<file path="src/rtl/clock_pkg.sv">
// Shared types, BCD limits and whole-field BCD helpers for the digital clock
// time-setting logic.
package clock_pkg;

  typedef enum logic [1:0] {
    HOUR = 2'd0,
    MIN  = 2'd1,
    SEC  = 2'd2,
    IDLE = 2'd3
  } state_e;

  localparam logic [7:0] MIN_BCD = 8'h00;
  localparam logic [7:0] MAX_MS  = 8'h59;
  localparam logic [7:0] MAX_H24 = 8'h23;
  localparam logic [7:0] MAX_H12 = 8'h12;
  localparam logic [7:0] MIN_H12 = 8'h01;

  function automatic logic [7:0] bcd_inc(input logic [7:0] v, input logic [7:0] lo,
                                         input logic [7:0] hi);
    if (v >= hi)               return lo;
    else if (v[3:0] >= 4'h9)   return {v[7:4] + 4'h1, 4'h0};
    else                       return v + 8'h01;
  endfunction

  function automatic logic [7:0] bcd_dec(input logic [7:0] v, input logic [7:0] lo,
                                         input logic [7:0] hi);
    if (v <= lo)               return hi;
    else if (v[3:0] == 4'h0)   return {v[7:4] - 4'h1, 4'h9};
    else                       return v - 8'h01;
  endfunction

  // Valid BCD digits compare correctly as binary, so range checks are plain compares.
  function automatic logic [7:0] bcd_fix(input logic [7:0] v, input logic [7:0] lo,
                                         input logic [7:0] hi);
    if (v[7:4] > 4'h9 || v[3:0] > 4'h9 || v < lo || v > hi) return lo;
    else                                                    return v;
  endfunction

endpackage

</file>
<file path="src/rtl/time_set_ctrl_btn_conditioner.sv">
// Raw button conditioner: 2-FF synchroniser, debounce, rising-edge pulse and
// optional auto-repeat while the accepted level stays high.
module btn_conditioner #(
  parameter int unsigned DEBOUNCE_CYCLES = 16,
  parameter bit          REPEAT_EN       = 1'b0,
  parameter int unsigned REPEAT_DELAY    = 64,
  parameter int unsigned REPEAT_PERIOD   = 16
) (
  input  logic clk,
  input  logic reset,
  input  logic btn_raw,
  output logic pulse
);

  localparam int unsigned DB_W    = (DEBOUNCE_CYCLES < 2) ? 1 : $clog2(DEBOUNCE_CYCLES + 1);
  localparam int unsigned RPT_MAX = (REPEAT_DELAY > REPEAT_PERIOD) ? REPEAT_DELAY : REPEAT_PERIOD;
  localparam int unsigned RPT_W   = (RPT_MAX < 2) ? 1 : $clog2(RPT_MAX + 1);

  localparam logic [DB_W-1:0]  DB_LAST  = DB_W'(DEBOUNCE_CYCLES - 1);
  localparam logic [RPT_W-1:0] DLY_LAST = RPT_W'(REPEAT_DELAY - 1);
  localparam logic [RPT_W-1:0] PER_LAST = RPT_W'(REPEAT_PERIOD - 1);

  logic             sync1_q, sync1_d;
  logic             sync2_q, sync2_d;
  logic             level_q, level_d;
  logic [DB_W-1:0]  db_cnt_q, db_cnt_d;
  logic [RPT_W-1:0] rpt_cnt_q, rpt_cnt_d;
  logic             rpt_per_q, rpt_per_d;
  logic             pulse_q, pulse_d;

  always_comb begin
    sync1_d   = btn_raw;
    sync2_d   = sync1_q;
    level_d   = level_q;
    db_cnt_d  = '0;
    rpt_cnt_d = rpt_cnt_q;
    rpt_per_d = rpt_per_q;
    pulse_d   = 1'b0;
    if (sync2_q != level_q) begin
      if (db_cnt_q == DB_LAST) begin
        level_d   = sync2_q;
        pulse_d   = sync2_q;
        rpt_cnt_d = '0;
        rpt_per_d = 1'b0;
      end else begin
        db_cnt_d = db_cnt_q + DB_W'(1);
      end
    end else if (REPEAT_EN && level_q) begin
      // A pending release (synchronised level already low) freezes repeat at once.
      if (rpt_cnt_q == (rpt_per_q ? PER_LAST : DLY_LAST)) begin
        pulse_d   = 1'b1;
        rpt_cnt_d = '0;
        rpt_per_d = 1'b1;
      end else begin
        rpt_cnt_d = rpt_cnt_q + RPT_W'(1);
      end
    end
  end

  always_ff @(posedge clk or posedge reset) begin
    if (reset) begin
      sync1_q   <= 1'b0;
      sync2_q   <= 1'b0;
      level_q   <= 1'b0;
      db_cnt_q  <= '0;
      rpt_cnt_q <= '0;
      rpt_per_q <= 1'b0;
      pulse_q   <= 1'b0;
    end else begin
      sync1_q   <= sync1_d;
      sync2_q   <= sync2_d;
      level_q   <= level_d;
      db_cnt_q  <= db_cnt_d;
      rpt_cnt_q <= rpt_cnt_d;
      rpt_per_q <= rpt_per_d;
      pulse_q   <= pulse_d;
    end
  end

  assign pulse = pulse_q;

endmodule

</file>
<file path="src/rtl/time_set_ctrl.sv">
// Time-setting controller: edits hour/min/sec as whole BCD fields and hands
// the result to the timekeeper with a one-cycle commit pulse.
module time_set_ctrl
  import clock_pkg::*;
#(
  parameter bit          H24             = 1'b1,
  parameter int unsigned DEBOUNCE_CYCLES = 16,
  parameter int unsigned REPEAT_DELAY    = 64,
  parameter int unsigned REPEAT_PERIOD   = 16,
  parameter int unsigned TIMEOUT_CYCLES  = 4096
) (
  input  logic        clk,
  input  logic        reset,
  input  logic        enter_btn,
  input  logic        next_btn,
  input  logic        inc_btn,
  input  logic        dec_btn,
  input  logic [23:0] cur_time,
  output logic [23:0] set_time,
  output logic [1:0]  field,
  output logic        setting,
  output logic        commit
);

  localparam logic [7:0]  HOUR_LO  = H24 ? MIN_BCD : MIN_H12;
  localparam logic [7:0]  HOUR_HI  = H24 ? MAX_H24 : MAX_H12;
  localparam logic [23:0] RST_TIME = {(H24 ? 8'h00 : 8'h12), 16'h0000};
  localparam int unsigned TMO_W    = (TIMEOUT_CYCLES < 2) ? 1 : $clog2(TIMEOUT_CYCLES + 1);
  localparam logic [TMO_W-1:0] TMO_LAST =
    TMO_W'((TIMEOUT_CYCLES == 0) ? 0 : TIMEOUT_CYCLES - 1);

  logic enter_p, next_p, inc_p, dec_p;

  btn_conditioner #(.DEBOUNCE_CYCLES(DEBOUNCE_CYCLES), .REPEAT_EN(1'b0),
                    .REPEAT_DELAY(REPEAT_DELAY), .REPEAT_PERIOD(REPEAT_PERIOD))
    u_enter (.clk(clk), .reset(reset), .btn_raw(enter_btn), .pulse(enter_p));
  btn_conditioner #(.DEBOUNCE_CYCLES(DEBOUNCE_CYCLES), .REPEAT_EN(1'b0),
                    .REPEAT_DELAY(REPEAT_DELAY), .REPEAT_PERIOD(REPEAT_PERIOD))
    u_next (.clk(clk), .reset(reset), .btn_raw(next_btn), .pulse(next_p));
  btn_conditioner #(.DEBOUNCE_CYCLES(DEBOUNCE_CYCLES), .REPEAT_EN(1'b1),
                    .REPEAT_DELAY(REPEAT_DELAY), .REPEAT_PERIOD(REPEAT_PERIOD))
    u_inc (.clk(clk), .reset(reset), .btn_raw(inc_btn), .pulse(inc_p));
  btn_conditioner #(.DEBOUNCE_CYCLES(DEBOUNCE_CYCLES), .REPEAT_EN(1'b1),
                    .REPEAT_DELAY(REPEAT_DELAY), .REPEAT_PERIOD(REPEAT_PERIOD))
    u_dec (.clk(clk), .reset(reset), .btn_raw(dec_btn), .pulse(dec_p));

  state_e           state_q, state_d;
  logic [23:0]      set_time_q, set_time_d;
  logic             setting_q, setting_d;
  logic             commit_q, commit_d;
  logic [TMO_W-1:0] tmo_q, tmo_d;

  logic       any_p, step_up, step_dn;
  logic [7:0] fld_cur, fld_new, fld_lo, fld_hi;

  assign any_p   = enter_p | next_p | inc_p | dec_p;
  assign step_up = inc_p & ~dec_p;
  assign step_dn = dec_p & ~inc_p;

  always_comb begin
    state_d    = state_q;
    set_time_d = set_time_q;
    commit_d   = 1'b0;
    tmo_d      = tmo_q;
    fld_lo     = MIN_BCD;
    fld_hi     = MAX_MS;
    case (state_q)
      HOUR:    begin fld_cur = set_time_q[23:16]; fld_lo = HOUR_LO; fld_hi = HOUR_HI; end
      MIN:     fld_cur = set_time_q[15:8];
      default: fld_cur = set_time_q[7:0];
    endcase
    fld_new = fld_cur;
    if (step_up)      fld_new = bcd_inc(fld_cur, fld_lo, fld_hi);
    else if (step_dn) fld_new = bcd_dec(fld_cur, fld_lo, fld_hi);

    case (state_q)
      IDLE: begin
        tmo_d = '0;
        if (enter_p) begin
          set_time_d = {bcd_fix(cur_time[23:16], HOUR_LO, HOUR_HI),
                        bcd_fix(cur_time[15:8], MIN_BCD, MAX_MS),
                        bcd_fix(cur_time[7:0], MIN_BCD, MAX_MS)};
          state_d    = HOUR;
        end
      end
      default: begin
        case (state_q)
          HOUR:    set_time_d[23:16] = fld_new;
          MIN:     set_time_d[15:8]  = fld_new;
          default: set_time_d[7:0]   = fld_new;
        endcase
        if (any_p) begin
          tmo_d = '0;
        end else if (TIMEOUT_CYCLES != 0) begin
          if (tmo_q == TMO_LAST) begin
            tmo_d   = '0;
            state_d = IDLE;
          end else begin
            tmo_d = tmo_q + TMO_W'(1);
          end
        end
        // Arithmetic above already targets the current field; advancing uses the same edge.
        if (next_p) begin
          case (state_q)
            HOUR:    state_d = MIN;
            MIN:     state_d = SEC;
            default: begin
              state_d  = IDLE;
              commit_d = 1'b1;
            end
          endcase
        end
      end
    endcase
    setting_d = (state_d != IDLE);
  end

  always_ff @(posedge clk or posedge reset) begin
    if (reset) begin
      state_q    <= IDLE;
      set_time_q <= RST_TIME;
      setting_q  <= 1'b0;
      commit_q   <= 1'b0;
      tmo_q      <= '0;
    end else begin
      state_q    <= state_d;
      set_time_q <= set_time_d;
      setting_q  <= setting_d;
      commit_q   <= commit_d;
      tmo_q      <= tmo_d;
    end
  end

  assign set_time = set_time_q;
  assign field    = state_q;
  assign setting  = setting_q;
  assign commit   = commit_q;

endmodule

</file>
<file path="config.mk">
export PLATFORM = sky130hd
export DESIGN_NAME = time_set_ctrl
export DESIGN_NICKNAME = d
export VERILOG_FILES = /design/src/rtl/clock_pkg.sv /design/src/rtl/time_set_ctrl_btn_conditioner.sv /design/src/rtl/time_set_ctrl.sv
export SDC_FILE = /design/constraint.sdc
export NUM_CORES = 1
export LEC_CHECK = 0
export ABC_AREA = 1
export BUFFER_PORTS_ARGS = -buffer_cell sky130_fd_sc_hd__buf_2
export CAP_MARGIN = 10
export CORE_ASPECT_RATIO = 0.8
export CORE_UTILIZATION = 40
export DETAILED_ROUTE_END_ITERATION = 8
export MAX_ROUTING_LAYER = met4
export SLEW_MARGIN = 20
export SYNTH_ARGS = -nofsm -noshare
export SYNTH_HDL_FRONTEND = slang
export SYNTH_HIERARCHICAL = 1
export SYNTH_SLANG_ARGS = --single-unit
</file>
<file path="constraint.sdc">
create_clock -name clk -period 5.71 [get_ports clk]
set_input_delay 0.8565 -clock clk [delete_from_list [all_inputs] [get_ports clk]]
set_output_delay 0.8565 -clock clk [all_outputs]
set_load 0.1 [all_outputs]
</file>
Word-level counts from Yosys, hierarchy flattened

Cells that the tools add are included.
W data, S select, Z words.

Register bits: 93
Output and inout port bits: 28
Word-level logic and storage cells: 177

$add $sub $neg: 11
$lt $le $gt $ge: 15
Eq/ne operators: 18
Mux-type cells: 66
Bitwise operators: 7
Reduce and logical (&&, ||, !) cells: 29

Operators by type and width:

| operator                | count |
|---|---|
| $mux W8                 | 12 |
| $mux W7                 | 9 |
| $mux W24                | 2 |
| $mux W5                 | 8 |
| $mux W13                | 3 |
| $gt A4 B4 Y1 const B    | 6 |
| $lt A8 B1 Y1 const B    | 3 |
| $mux W1                 | 23 |
| $add A5 B1 Y5 const B   | 4 |
| $eq A5 B4 Y1 const B    | 4 |
| $reduce_and A2 Y1       | 9 |
| $gt A8 B7 Y1 const B    | 2 |
| $pmux W8 S2             | 1 |
| $add A7 B1 Y7 const B   | 2 |
| $eq A7 B7 Y1            | 2 |
| $add A13 B1 Y13 const B | 1 |
| $eq A13 B12 Y1 const B  | 1 |
| $mux W6                 | 2 |
| $reduce_bool A2 Y1      | 6 |
| $mux W2                 | 5 |
| $logic_or A1 B1 Y1      | 9 |
| $add A8 B1 Y8 const B   | 1 |
| $ge A8 B8 Y1            | 1 |
| $gt A8 B6 Y1 const B    | 1 |
| 18 further kinds        | 29 |

Longest topological paths before layout

Gate-level depths: netlist (run 1).

Word-level depth: 9
Gate-level depth with buffers: 17
Mapped depth without buffers: 16

Cells and area by module

Netlist (run 1), hierarchy kept.

By module, submodules not included:

| module                        | times used | cells each | area each (um^2) | seq. area each (um^2) |
|---|---|---|---|---|
| time_set_ctrl                 | 1          | 424        | 2992.9           | 1028.5 |
| btn_conditioner (u_dec ...)   | 2          | 91         | 823.3            | 425.4 |
| btn_conditioner (u_enter ...) | 2          | 39         | 359.1            | 225.2 |

Least setup slack after synthesis (run 1)

Ideal clock, no wire load.

Path type: reg-to-reg
Start: reg state_q[1] (netlist: field[1])
End: reg set_time_q[16] (netlist: set_time[16])
Data arrival time: 2574 ps
Required time: 5590 ps
Setup slack: 3016 ps
Stages on the path, launching flop included: 17
Cells stage by stage: dfstp_2 -> buf_4 -> nor2_4 -> nand2_1 -> nand2_2 -> nor2_4 -> inv_1 -> ha_1 -> inv_1 -> o211ai_1 -> inv_1 -> nand2_2 -> nor3_1 -> o21ai_1 -> nand2_1 -> nand2_1 -> nand2_1

Longest elaborated chain between the ends: 9
Elaborated cells on any way between the ends: 22

RTL lines:

| element                                           | RTL line                                 | source |
|---|---|---|
| start: declaration                                | time_set_ctrl.sv:47                      | `state_e state_q, state_d;` |
| start signal: assignment                          | time_set_ctrl.sv:126                     | `state_q <= state_d;` |
| $eq A2 B1 Y1 or $logic_not A2 Y1 (tied branches)  | time_set_ctrl.sv:67, time_set_ctrl.sv:87 |  |
| $pmux W8 S2                                       | time_set_ctrl.sv:67                      | `case (state_q)` |
| $sub A8 B1 Y8 or $logic_not A4 Y1 (tied branches) | clock_pkg.sv:29, clock_pkg.sv:28         |  |
| $mux W8                                           | clock_pkg.sv:28                          | `else if (v[3:0] == 4'h0) return {v[7:4] - 4'h1, 4'h9};` |
| $mux W8                                           | clock_pkg.sv:27                          | `if (v <= lo) return hi;` |
| $mux W8                                           | time_set_ctrl.sv:74                      | `else if (step_dn) fld_new = bcd_dec(fld_cur, fld_lo, fld_hi);` |
| $mux W8                                           | time_set_ctrl.sv:73                      | `if (step_up) fld_new = bcd_inc(fld_cur, fld_lo, fld_hi);` |
| $mux W8                                           | time_set_ctrl.sv:87                      | `case (state_q)` |
| $mux W24                                          | time_set_ctrl.sv:76                      | `case (state_q)` |
| end signal: assignment                            | time_set_ctrl.sv:127                     | `set_time_q <= set_time_d;` |
| end: declaration                                  | time_set_ctrl.sv:48                      | `logic [23:0] set_time_q, set_time_d;` |

Several ways; a longest one is shown, not always the timed one. The select of a mux whose other input is x is not followed.
A chain may end at the register's enable or synchronous reset.

Worst setup path in the final report (run 1)

Start: reg state_q[1] (netlist: field[1])
End: reg set_time_q[20] (netlist: set_time[20])

Longest elaborated chain between the ends: 9
Elaborated cells on any way between the ends: 24

RTL lines:

| element                                          | RTL line                                 | source |
|---|---|---|
| $eq A2 B1 Y1 or $logic_not A2 Y1 (tied branches) | time_set_ctrl.sv:67, time_set_ctrl.sv:87 |  |
| $pmux W8 S2                                      | time_set_ctrl.sv:67                      |  |
| $sub A8 B1 Y8, or another cell as far along      | clock_pkg.sv:29                          | `else return v - 8'h01;` |
| $mux W8                                          | clock_pkg.sv:28                          |  |
| $mux W8                                          | clock_pkg.sv:27                          |  |
| $mux W8                                          | time_set_ctrl.sv:74                      |  |
| $mux W8                                          | time_set_ctrl.sv:73                      |  |
| $mux W8                                          | time_set_ctrl.sv:87                      |  |
| $mux W24                                         | time_set_ctrl.sv:76                      |  |

Several ways; a longest one is shown, not always the timed one. The select of a mux whose other input is x is not followed.

==> results.cfg, run 1 <==
[run_status]
status = finished clean

[detailed_routing]
drtAntennaViolNets = 0
drc = 0
viasPerCell = 4.92
finalWirelength_mm = 12.8
drt_iter0_drc = 234
via_count = 4550
dr.pass1.iters = 4
avgRoutedWirePerCell_um = 13.8

[worst_hold_path]
hold_path.class = flop to flop
min_path_cells = 0
hold-path-endpoint = u_dec/sync2_q$_DFF_PP0_
min_from = u_dec/sync1_q$_DFF_PP0_

[setup_path]
worstSetupEndpointType = flop
r2r_cells = 15
startpoint_type = flop
timing.rr.start = field[1]$_DFF_PP1_
arrival_ns = 3.27
ff2ff_setup_slack_ns = 2.71
path_class = flop to flop
required_ns = 5.98
reg2reg_to = set_time[20]$_DFFE_PP0P_
cp_max_fo = 14
startpoint = field[1]$_DFF_PP1_

[cts]
clock_sinks = 93
hold_buffers = 0
cts_setup_buffers = 0
h-tree-depth = 3
clk_latency_ns = 0.35
cts_inserted_buffers = 9
clock-root-buffer = clkbuf_16
cts_buffer_depth = 2
cts-resized-gates = 0
cts_tree = built
cts.reportedPaths.clkPinSlew_ns = 0.07

[timing]
period_share = 0.525
period_needed_ns = 3.00
hold_viol = 0
finalClockSkew_ns = 0.00862
rsz0062_at_grt = no
final-max-slew-violation-count = 0
setup_viol = 0
relSlewSlack = 0.410
fmax_ghz = 0.334
tightest_slew_ns = 0.884
fin_setup_tns_ns = 0

[power]
power_mw = 1.48
p_leak_nw = 3.09
pwr_density_cell_mw_per_mm2 = 242
ir_worst_vdd_mv = 0.186

[grt]
grt_pass1_wl_mm = 21.7
gr-total-overflow = 0
grt_start_max_net_pins = 42
grt_pass1_vias = 4286
grt_use_total = 0.204
antenna_found_initial = 0

[synth]
ys.flop_type = dfrtp_1
synth_fp_nets = 732
async_reset_ff_frac = 1.00
avgSynthCellArea_um2 = 7.83
yosys_warnings = 6
synth.most_common_cell = nand2_1
synthCells = 684
ys_ff_latch = 93
synthTopCellsByArea = dfrtp_1 43%, nand2_1 9.8%, inv_1 7.4%, nor2_1 5.9%, ha_1 4.2%
synth_common_cells = 140 x nand2_1, 106 x inv_1, 91 x dfrtp_1
synth.distinct_cells = 40
synth.largest_area_cell = dfrtp_1
netlist_area_mm2 = 0.00536
synth_edf_count = 0
yosys.area.top_type_share = 0.425
yosysSeqAreaShare = 0.435

[cells_and_area]
num-fill-cells = 1291
area_growth_pct = 14.3
final_nets = 792
drive_gt1_frac = 0.190

[floorplanning]
start_util = 0.413
rows = 37
die_x_um = 131
dieHeight_um = 106
ios = 58
core_mm2 = 0.0130
dieArea_mm2 = 0.0139

[flow_run]
max_cap_viol_count = 0

[placed_design]
dpl.hpwl_mm = 9.92
port-buffer-count = 57
place_congestion = 0.923
how the worst max path moves through the flow:
stage / to / slack (ns) / cells past startpoint
finish: set_time[20]$_DFFE_PP0P_ / 2.71 / 15
global route: set_time[21]$_DFFE_PP0P_ / 2.43 / 15
CTS: set_time[20]$_DFFE_PP0P_ / 2.75 / 15
detailed placement: set_time[20]$_DFFE_PP0P_ / 2.78 / 15
global placement: set_time[5]$_DFFE_PP0P_ / 2.85 / 15
floorplan: set_time[16]$_DFFE_PP0P_ / 3.02 / 16
per-layer routing:
layer | track usage | vias to the layer above | part of all wire
met5 | - | - | 0
met2 | 0.298 | 97 | 0.43
met3 | 0.0539 | 19 | 0.051
li1 | - | 2298 | -
met1 | 0.274 | 2136 | 0.49
met4 | 0.0714 | 0 | 0.022
layout by cell type, fill, tap and decap left out, types with 6 or more instances in the layout:
master       n
a21oi_1     28
buf_2       57
clkbuf_16    9
dfrtp_1     91
ha_1        18
inv_1      106
inv_2        7
nand2_1    140
nand2_2     14
nand2_4      6
nand3_1     39
nand3_2     11
nand4_1     12
nor2_1      84
nor2_2      13
nor2_4       6
nor3_1      10
o21ai_0     34
o21ai_1     10
xnor2_1     10
xor2_1      10
state kept, by name, summed over array words and instances, names as in the netlist, 2 cells and up:
signal / cells
tmo_q: 13
u_dec/rpt_cnt_q: 7
u_inc/db_cnt_q: 5
u_next/db_cnt_q: 5
set_time: 24
field: 2
u_inc/rpt_cnt_q: 7
u_dec/db_cnt_q: 5
u_enter/db_cnt_q: 5
final cells by class:
cell class              count  area (um^2)  area share
flip-flops and latches     93         2330       0.380
multi-input cells         469         2550       0.416
diodes                      1         2.50    0.000408
clock buffers              10          239      0.0390
repair buffers             58          293      0.0478
clock inverters             6         70.1      0.0114
well taps                 175          219      0.0357
inverters                 113          424      0.0692
metrics by stage:
stage | utilization | hold slack, ns | cell area, um^2 | instances | setup slack [ns]
after detailed placement | 0.449 | 0.335 | 5810 | 908 | 2.78
after floorplan | - | 0.331 | 5360 | 684 | 3.02
after global routing | 0.472 | 0.360 | 6120 | 924 | 2.43
after CTS | 0.472 | 0.350 | 6120 | 924 | 2.75
after global placement | 0.449 | 0.332 | 5810 | 908 | 2.85
final | 0.473 | 0.348 | 6130 | 925 | 2.71
worst max-delay path, cell delays in order (launching register included):
cell and delay [ns]:
dfstp_2 0.47, nor2_2 0.62, inv_2 0.23, nor2_2 0.20, nor2_4 0.08, inv_1 0.11
ha_1 0.25, inv_1 0.06, o211ai_1 0.09, inv_1 0.08, nand2_2 0.10, nor2_2 0.17
nand2_1 0.07, nand3_1 0.10, nand2_1 0.11, a21oi_1 0.16
cell families (layout without fill, tap and decap cells):
kind of cell               after synthesis  in the layout  share of synthesized area
and+or+nand+nor                        347            347                      0.315
buffers and inverters                  122            187                     0.0894
DFF                                     93             93                      0.435
AOI/OAI and AO/OA                       84             84                     0.0857
xor gates and xnor gates                20             20                     0.0327
adders and majority gates               18             18                     0.0420
other                                    0              1                          0
report_power, final:
group	leakage (nW)	switching, mW	total, mW	internal [mW]
Combinational	1.81	0.106	0.155	0.0495
Clock	0.142	0.264	0.618	0.354
Sequential	1.14	0.0219	0.707	0.685
Total	3.09	0.392	1.48	1.09
Note: power is estimated with default switching activity, not from simulation.
==> run 2: changes to the inputs <==
==> constraint.sdc (replaced) <==
create_clock -name clk -period 2.5 [get_ports clk]
set_input_delay 0.375 -clock clk [delete_from_list [all_inputs] [get_ports clk]]
set_output_delay 0.375 -clock clk [all_outputs]
set_load 0.1 [all_outputs]
==> run 2 against run 1 <==
Effect of this change: wire length increased by 4.9%; sequential cell count stayed put; count of clock-buffer cells in the layout increased by 1; clock skew is 0.0023 ns lower; sequential share of layout area decreased by 1.8 points; final area is 5.4% higher; first-iteration DRC count up 15%; utilization is 2.6 points higher; die area stayed put; via count increased by 1.5%; non-clock buffer count is 28 higher; worst setup slack worse by 2.6 ns; critical path type unchanged; highest routed layer unchanged.
==> results.cfg, run 2 (synthesis results as in run 1) <==
[run_status]
status = finished clean

[floorplanning]
dieArea_mm2 = 0.0139
core_mm2 = 0.0130
dieHeight_um = 106
ios = 58
start_util = 0.413
die_x_um = 131
rows = 37

[cts]
clock-root-buffer = clkbuf_16
clk_latency_ns = 0.35
h-tree-depth = 3
hold_buffers = 0
cts.reportedPaths.clkPinSlew_ns = 0.07
cts_inserted_buffers = 9
clock_sinks = 93
cts_tree = built
cts_buffer_depth = 2

[timing]
whs_ns = 0.0218
fin_setup_tns_ns = 0
rsz0062_at_grt = yes
hold_viol = 0
fmax_ghz = 0.417
relSlewSlack = 0.542
final-max-slew-violation-count = 0
period_needed_ns = 2.40
setup_viol = 0
tightest_slew_ns = 0.686
period_share = 0.959
finalClockSkew_ns = 0.00628

[setup_path]
reg2reg_to = set_time[15]$_DFFE_PP0P_
crit_path_frequent_cell = nand2_1
worstSetupEndpointType = flop
timing.rr.start = field[1]$_DFF_PP1_
cp_max_fo = 8
path_class = flop to flop
cpPeakStageDelay_ns = 0.69
ff2ff_setup_slack_ns = 0.10
crit_slowest_cell = dfstp_4
startpoint_type = flop
crit_chain = nor2_4 > buf_4 > nand2_4 > nand3_4 > inv_1 > ha_4 > nand3_4 > buf_4 > nand2_2 > nand3_2 > nor2_2 > xnor2_1 > nand2_1 > nand2_1 > nand2_1 > nand2_1
r2r_cells = 16
arrival_ns = 2.69
required_ns = 2.79

[detailed_routing]
drt_iter0_drc = 269
drc = 0
finalWirelength_mm = 13.4
viasPerCell = 4.85
drtAntennaViolNets = 0
via_count = 4617
dr.pass1.iters = 5
avgRoutedWirePerCell_um = 14.1

[worst_hold_path]
hold_path.class = input port to asynchronous set/reset pin

[cells_and_area]
final_cell_mix = 136 x nand2_1, 104 x inv_1, 91 x dfrtp_1
num-fill-cells = 1231
largest_reg_flops = 24
instances_no_fill = 952
final_nets = 820
area_growth_pct = 20.6
diodes = 0
drive_gt1_frac = 0.242
final_common_cell = nand2_1
post-route-util = 0.498

[placed_design]
placedCellCount = 930
place_congestion = 0.954
dpl.hpwl_mm = 10.2
port-buffer-count = 57

[power]
pwr_density_cell_mw_per_mm2 = 533
p_leak_nw = 3.23
ir_worst_vdd_mv = 0.351

[grt]
antenna_found_initial = 0
grt_pass1_vias = 4449
grt_pass1_wl_mm = 22.1
grt_use_total = 0.209
gr-total-overflow = 0
grt_start_max_net_pins = 42

[flow_run]
max_cap_viol_count = 0
[run 2: cell types whose count changed in the layout (fill, tap and decap cells not counted), sizes merged]
cell,before,now
clkinvlp,3,2
inv,115,113
buf,58,86
diode,1,0
clkbuf,10,11
clkinv,0,2
[run 2: per-stage QoR]
stage / total power [mW] / setup WS (ns) / cell area, um^2
floorplan: 1.90 / -0.00746 / 5390
global placement: 2.00 / -0.110 / 6000
detailed placement: 2.01 / -0.178 / 6000
CTS: 3.47 / 0.0336 / 6330
global route: 3.60 / -0.0379 / 6460
finish: 3.44 / 0.102 / 6460
[run 2: where the power goes]
group	total (mW)	switching [mW]	internal [mW]
Sequential	1.62	0.0514	1.57
Clock	1.44	0.607	0.830
Combinational	0.390	0.256	0.135
Total	3.44	0.914	2.53
[run 2: layout make-up]
cell class | count | area (um^2) | share of cell area
flip-flops and latches | 93 | 2340 | 0.362
clock inverters | 5 | 58.8 | 0.00911
multi-input cells | 469 | 2660 | 0.412
repair buffers | 86 | 503 | 0.0779
well taps | 175 | 219 | 0.0339
inverters | 113 | 427 | 0.0661
clock buffers | 11 | 253 | 0.0391
[run 2: repair_timing]
| item | in CTS | in global routing |
|---|---|---|
| buffers inserted | 2 | 4 |
| gates resized for setup | 1 | 22 |
| pin swaps | 1 | 5 |
| setup endpoints to repair | 3 | 24 |
| cloned | 0 | 0 |
[run 2: worst max path at each step]
| stage | startpoint | end | slack (ns) |
|---|---|---|---|
| 6_report | field[1]$_DFF_PP1_ | set_time[15]$_DFFE_PP0P_ | 0.10 |
| 5_1_grt | field[1]$_DFF_PP1_ | set_time[16]$_DFFE_PP0P_ | -0.04 |
| 4_1_cts | field[1]$_DFF_PP1_ | set_time[21]$_DFFE_PP0P_ | 0.03 |
| 3_5_place_dp | field[1]$_DFF_PP1_ | set_time[16]$_DFFE_PP0P_ | -0.18 |
| 3_3_place_gp | field[1]$_DFF_PP1_ | set_time[16]$_DFFE_PP0P_ | -0.11 |
| 2_1_floorplan | field[1]$_DFF_PP1_ | set_time[16]$_DFFE_PP0P_ | -0.007 |
[run 2: worst max-delay path, delay by kind of cell (launching register included)]
| kind | cells | cell delay [ns] |
|---|---|---|
| and+or+nand+nor | 11 | 0.95 |
| xor gates and xnor gates | 1 | 0.13 |
| adders and majority gates | 1 | 0.14 |
| buffers and inverters | 3 | 0.42 |
| DFF | 1 | 0.69 |
[run 2: per-layer routing]
layer  track usage  wire, um  share of wire
met1         0.285      6640           0.50
met2         0.305      5780           0.43
met3        0.0548       789          0.059
met4        0.0590       175          0.013
met5             -         0              0
